===== src/rtl/stopwatch_ctrl.sv =====
// Control sequencer for a 4-digit BCD stopwatch: debounces the start/pause
// button, decodes the mode/preset, and paces the counter datapath.
module stopwatch_ctrl #(
  parameter int DB_CYCLES = 4,
  parameter int TICK_DIV  = 10
) (
  input  logic        clk,
  input  logic        R,
  input  logic        P,
  input  logic [1:0]  sel,
  input  logic [7:0]  load,
  input  logic        tc,
  output logic        cnt_we,
  output logic [15:0] cnt_val,
  output logic        cnt_en,
  output logic        cnt_up,
  output logic        running,
  output logic        done
);
  localparam int DBW = (DB_CYCLES > 1) ? $clog2(DB_CYCLES) : 1;
  localparam int TKW = (TICK_DIV  > 1) ? $clog2(TICK_DIV)  : 1;

  typedef enum logic [2:0] {S_INIT, S_READY, S_RUN, S_PAUSE, S_DONE} state_t;

  state_t         state_q, state_d;
  logic           p_s1_q, p_s1_d, p_s2_q, p_s2_d;
  logic           db_lvl_q, db_lvl_d, db_prev_q, db_prev_d;
  logic [DBW-1:0] db_cnt_q, db_cnt_d;
  logic [1:0]     sel_q, sel_d;
  logic [7:0]     load_q, load_d;
  logic [TKW-1:0] tick_q, tick_d;
  logic           press, sel_chg, load_chg, tick_hit;

  function automatic logic [3:0] clamp9(input logic [3:0] n);
    return (n > 4'd9) ? 4'd9 : n;
  endfunction

  // Input conditioning: synchroniser, debounce, rising-edge detect
  always_comb begin
    p_s1_d    = P;
    p_s2_d    = p_s1_q;
    db_prev_d = db_lvl_q;
    db_lvl_d  = db_lvl_q;
    db_cnt_d  = '0;
    if (p_s2_q != db_lvl_q) begin
      if (db_cnt_q == DBW'(DB_CYCLES - 1)) db_lvl_d = p_s2_q;
      else                                 db_cnt_d = db_cnt_q + DBW'(1);
    end
    sel_d  = sel;
    load_d = load;
  end

  assign press    = db_lvl_q & ~db_prev_q;
  assign sel_chg  = (sel  != sel_q);
  assign load_chg = (load != load_q);
  assign tick_hit = (tick_q == TKW'(TICK_DIV - 1));

  // Start value and direction follow the registered mode, not the live pins
  always_comb begin
    cnt_val = 16'h0000;
    unique case (sel_q)
      2'b00: cnt_val = 16'h0000;
      2'b01: cnt_val = {clamp9(load_q[7:4]), clamp9(load_q[3:0]), 8'h00};
      2'b10: cnt_val = 16'h9999;
      2'b11: cnt_val = {clamp9(load_q[7:4]), clamp9(load_q[3:0]), 8'h00};
      default: cnt_val = 16'h0000;
    endcase
  end

  assign cnt_up = ~sel_q[1];

  always_comb begin
    state_d = state_q;
    tick_d  = tick_q;
    cnt_we  = 1'b0;
    cnt_en  = 1'b0;
    running = 1'b0;
    done    = 1'b0;
    unique case (state_q)
      S_INIT: begin
        cnt_we  = 1'b1;
        tick_d  = '0;
        state_d = load_chg ? S_INIT : S_READY;
      end
      S_READY: begin
        if (load_chg)   state_d = S_INIT;
        else if (press) state_d = S_RUN;
      end
      S_RUN: begin
        running = 1'b1;
        tick_d  = tick_hit ? '0 : tick_q + TKW'(1);
        // A pause landing on a tick still lets that step through
        cnt_en  = tick_hit & ~tc;
        if (press)                state_d = S_PAUSE;
        else if (tick_hit && tc)  state_d = S_DONE;
      end
      S_PAUSE: begin
        if (press) state_d = S_RUN;
      end
      S_DONE: begin
        done = 1'b1;
        if (load_chg) state_d = S_INIT;
      end
      default: state_d = S_INIT;
    endcase
    // Mode change overrides everything; the counter is about to be reloaded
    if (sel_chg) begin
      state_d = S_INIT;
      cnt_en  = 1'b0;
    end
  end

  always_ff @(posedge clk or negedge R) begin
    if (!R) begin
      state_q   <= S_INIT;
      p_s1_q    <= 1'b0;
      p_s2_q    <= 1'b0;
      db_lvl_q  <= 1'b0;
      db_prev_q <= 1'b0;
      db_cnt_q  <= '0;
      sel_q     <= 2'b00;
      load_q    <= 8'h00;
      tick_q    <= '0;
    end else begin
      state_q   <= state_d;
      p_s1_q    <= p_s1_d;
      p_s2_q    <= p_s2_d;
      db_lvl_q  <= db_lvl_d;
      db_prev_q <= db_prev_d;
      db_cnt_q  <= db_cnt_d;
      sel_q     <= sel_d;
      load_q    <= load_d;
      tick_q    <= tick_d;
    end
  end

endmodule


===== config.mk =====
export PLATFORM = sky130hd
export DESIGN_NAME = stopwatch_ctrl
export DESIGN_NICKNAME = d
export VERILOG_FILES = /design/src/rtl/stopwatch_ctrl.sv
export SDC_FILE = /design/constraint.sdc
export NUM_CORES = 1
export LEC_CHECK = 0
export BUFFER_PORTS_ARGS = -buffer_cell sky130_fd_sc_hd__buf_4
export CORE_MARGIN = 1
export CORE_UTILIZATION = 30
export CTS_CLUSTER_DIAMETER = 200
export CTS_CLUSTER_SIZE = 24
export DETAILED_ROUTE_END_ITERATION = 8
export SLEW_MARGIN = 20
export SYNTH_ARGS = -nofsm -noshare
export SYNTH_HDL_FRONTEND = slang
export SYNTH_SLANG_ARGS = --single-unit

===== constraint.sdc =====
create_clock -name clk -period 1.35 [get_ports clk]
set_input_delay 0.27 -clock clk [delete_from_list [all_inputs] [get_ports clk]]
set_output_delay 0.27 -clock clk [all_outputs]
set_load 0.02 [all_outputs]

==> load_flow_metrics.sql <==
INSERT INTO impl_metrics (metric_group, metric, value, unit) VALUES
('routing', 'wl_per_cell', '12.8', 'um'),
('finish', 'finalNonFillerCells', '214', ''),
('sta', 'rsz0062_at_grt', 'yes', ''),
('routing', 'drt-vias-per-instance', '4.62', ''),
('clock_network', 'htree_levels', '1', ''),
('global_routing', 'grt_start_max_net_pins', '24', ''),
('placed_design', 'place.port_buffers', '30', ''),
('power_and_ir_drop', 'power.density', '879', 'mW/mm^2'),
('routing', 'drt_drc_violations_left', '0', ''),
('finish', 'register_area', '576', 'sq um'),
('sta', 'setup_viol', '18', ''),
('logic_synthesis', 'synth.ff_latch_count', '23', ''),
('setup_path', 'maximum_fanout_encountered_on_the_critical_timing_path', '2', ''),
('finish', 'n_fill_cell', '357', ''),
('job', 'timing.max_cap.violations', '0', ''),
('power_and_ir_drop', 'total_power', '1.61', 'mW'),
('floorplan', 'placementRows', '22', ''),
('clock_network', 'cts.reportedPaths.clkPinSlew', '0.08', 'ns'),
('sta', 'clock_skew', '0.00757', 'ns'),
('clock_network', 'cts_sinks', '23', ''),
('logic_synthesis', 'netlist.area_leader.share', '0.487', ''),
('logic_synthesis', 'synth-edff-count', '0', ''),
('setup_path', 'timing.critical_path.arrival', '1.51', 'ns'),
('floorplan', 'start_util', '0.318', ''),
('hold_path', 'min-delay-path-class', 'in2reg', ''),
('outcome', 'violations', 'setup timing', ''),
('floorplan', 'floorplan.core_area', '0.00372', 'sq mm'),
('placed_design', 'dp_worst_setup_slack', '-0.147', 'ns'),
('power_and_ir_drop', 'power.share.sequential', '0.505', ''),
('global_routing', 'grt_antenna_before_repair', '0', ''),
('logic_synthesis', 'synthesis.area', '0.00118', 'sq mm'),
('setup_path', 'path_class', 'reg2out', ''),
('setup_path', 'rr_worst_depth', '4', ''),
('sta', 'clock.fmax', '561', 'MHz'),
('finish', 'fin_nets', '184', ''),
('clock_network', 'cts_tree', 'done', ''),
('logic_synthesis', 'post_synth_num_cell_types', '33', ''),
('setup_path', 'timing.critical_path.slowest_stage_cell', 'dfrtp_1', ''),
('logic_synthesis', 'ys_dominant_reg_cell', 'dfrtp_1', ''),
('clock_network', 'cts_made_buffers', '3', ''),
('routing', 'detail_route.iter0.violations', '26', ''),
('sta', 'report.final.hold_viol_count', '0', ''),
('sta', 'fin_crit_sh', '1.32', ''),
('power_and_ir_drop', 'cell_internal_pwr', '1.15', 'mW'),
('sta', 'finalWorstPathRequiredPeriod', '1.78', 'ns'),
('floorplan', 'design.die.area', '0.00420', 'sq mm'),
('setup_path', 'setup_slack_on_the_worst_flop_to_flop_path', '-0.09', 'ns'),
('global_routing', 'grt_first_pass_wirelength', '4460', 'um'),
('outcome', 'run_status', 'finished with violations', ''),
('placed_design', 'post-dp-hpwl', '1970', 'um'),
('global_routing', 'globalRouteOverflowTotal', '0', ''),
('finish', 'utilization_after_layout', '0.491', ''),
('logic_synthesis', 'synth_top_area_cell', 'dfrtp_1', ''),
('sta', 'final_critical_path_setup_slack', '-0.434', 'ns'),
('power_and_ir_drop', 'vdd_ir_drop_max', '0.000718', 'V'),
('floorplan', 'die_w', '64.8', 'um'),
('finish', 'area_occupied_by_multi_input_gates', '651', 'sq um'),
('finish', 'layout-drive-gt1-share', '0.518', ''),
('logic_synthesis', 'ys_top_cells_by_count', '23 x dfrtp_1, 10 x nand2_1, 10 x xor2_1', ''),
('floorplan', 'io_pins', '35', ''),
('finish', 'area.growth.synth_to_final', '54.4', '%'),
('placed_design', 'gp_congestion', '0.796', ''),
('clock_network', 'root_buffer_cell', 'clkbuf_8', ''),
('setup_path', 'crit_path_cell_trace', 'xor2_1 -> nor4_4 -> nor3b_4 -> buf_6', ''),
('setup_path', 'start_kind', 'flip-flop', ''),
('power_and_ir_drop', 'power_switching_share', '0.286', ''),
('power_and_ir_drop', 'power_switching', '0.459', 'mW'),
('hold_path', 'hold_path_end', 'p_s1_q', ''),
('routing', 'wirelength', '2750', 'um'),
('clock_network', 'clock_tree.buffer_depth', '2', ''),
('logic_synthesis', 'synthArstFlopShare', '1.00', '');
## how the worst max path moves through the flow
stage | cells past startpoint | endpoint | slack, ns | start
floorplan | 4 | cnt_en | -0.17 | state_q[0]
global placement | 4 | cnt_en | -0.14 | sel_q[0]
detailed placement | 4 | cnt_en | -0.15 | sel_q[0]
CTS | 4 | cnt_en | -0.45 | sel_q[0]
global route | 4 | cnt_en | -0.51 | sel_q[0]
finish | 4 | cnt_en | -0.43 | sel_q[0]
## timing repair
action                                 in CTS  in global routing
resized for setup                          26                 14
pin swaps                                   7                 19
hold buffers                                1                  0
endpoints found under the hold margin      23                  0
setup buffers                               3                  2
setup endpoints to repair                  20                 23
## worst max-delay path: cells and delay by family (launching register included)
| kind | cells | cell delay, ns |
|---|---|---|
| flip-flops | 1 | 0.39 |
| AND/OR/NAND/NOR | 2 | 0.51 |
| buffers and inverters | 1 | 0.14 |
| XOR/XNOR | 1 | 0.20 |
## power by group through the flow
stage,logic (mW),registers [mW],clock network [mW]
2_1_floorplan,0.213,0.814,0
3_3_place_gp,0.330,0.818,0
3_5_place_dp,0.340,0.825,0
4_1_cts,0.359,0.812,0.443
5_1_grt,0.410,0.823,0.479
6_report,0.369,0.810,0.427
## sequential cells by signal (all words and copies together), names as in the netlist
signal / cells
db_prev_q: 1
state_q: 3
p_s1_q: 1
load_q: 8
db_cnt_q: 2
db_lvl_q: 1
p_s2_q: 1
sel_q: 2
tick_q: 4
## cells in the final DEF, fill, tap and decap left out, types with 3 or more instances in the layout
cell type / instances
xor2_1: 9
clkbuf_8: 3
nor2_4: 3
buf_6: 13
inv_1: 5
nor2_1: 4
conb_1: 4
nand2_1: 9
dfrtp_1: 23
nand3_1: 3
buf_4: 41
o21ai_2: 3
## stage by stage
stage | area (sq um) | setup TNS (ns)
2_1_floorplan | 1230 | -0.237
3_3_place_gp | 1590 | -0.394
3_5_place_dp | 1590 | -0.424
4_1_cts | 1750 | -2.52
5_1_grt | 1830 | -3.54
6_report | 1830 | -2.50
## metal layers
| metal | vias up | global-route usage | routed length [um] |
|---|---|---|---|
| li1 | 479 | - | - |
| met1 | 477 | 0.160 | 1160 |
| met2 | 27 | 0.243 | 1430 |
| met3 | 5 | 0.0405 | 117 |
| met4 | 0 | 0.0583 | 40 |
| met5 | - | 0 | 0 |
## cells by family (layout without fill, tap and decap cells)
group                    after synthesis  after routing  share of synthesized area
AND/OR/NAND/NOR                       42             42                      0.219
flip-flops                            23             23                      0.487
buffers and inverters                 16             66                     0.0762
AO/OA/AOI/OAI                         15             15                     0.0825
XOR/XNOR                              11             11                     0.0815
adder cells (fa/ha/maj)                3              3                     0.0317
multiplexers                           2              2                     0.0190
other                                  1              4                    0.00317
## final cells by class
class	count	area share
Timing Repair Buffer	55	0.254
Sequential cell	23	0.315
Multi-Input combinational cell	77	0.356
Clock buffer	3	0.0226
Tap cell	48	0.0329
Clock inverter	1	0.00274
Inverter	7	0.0158
No activity file was read; power rests on OpenSTA's default activity.
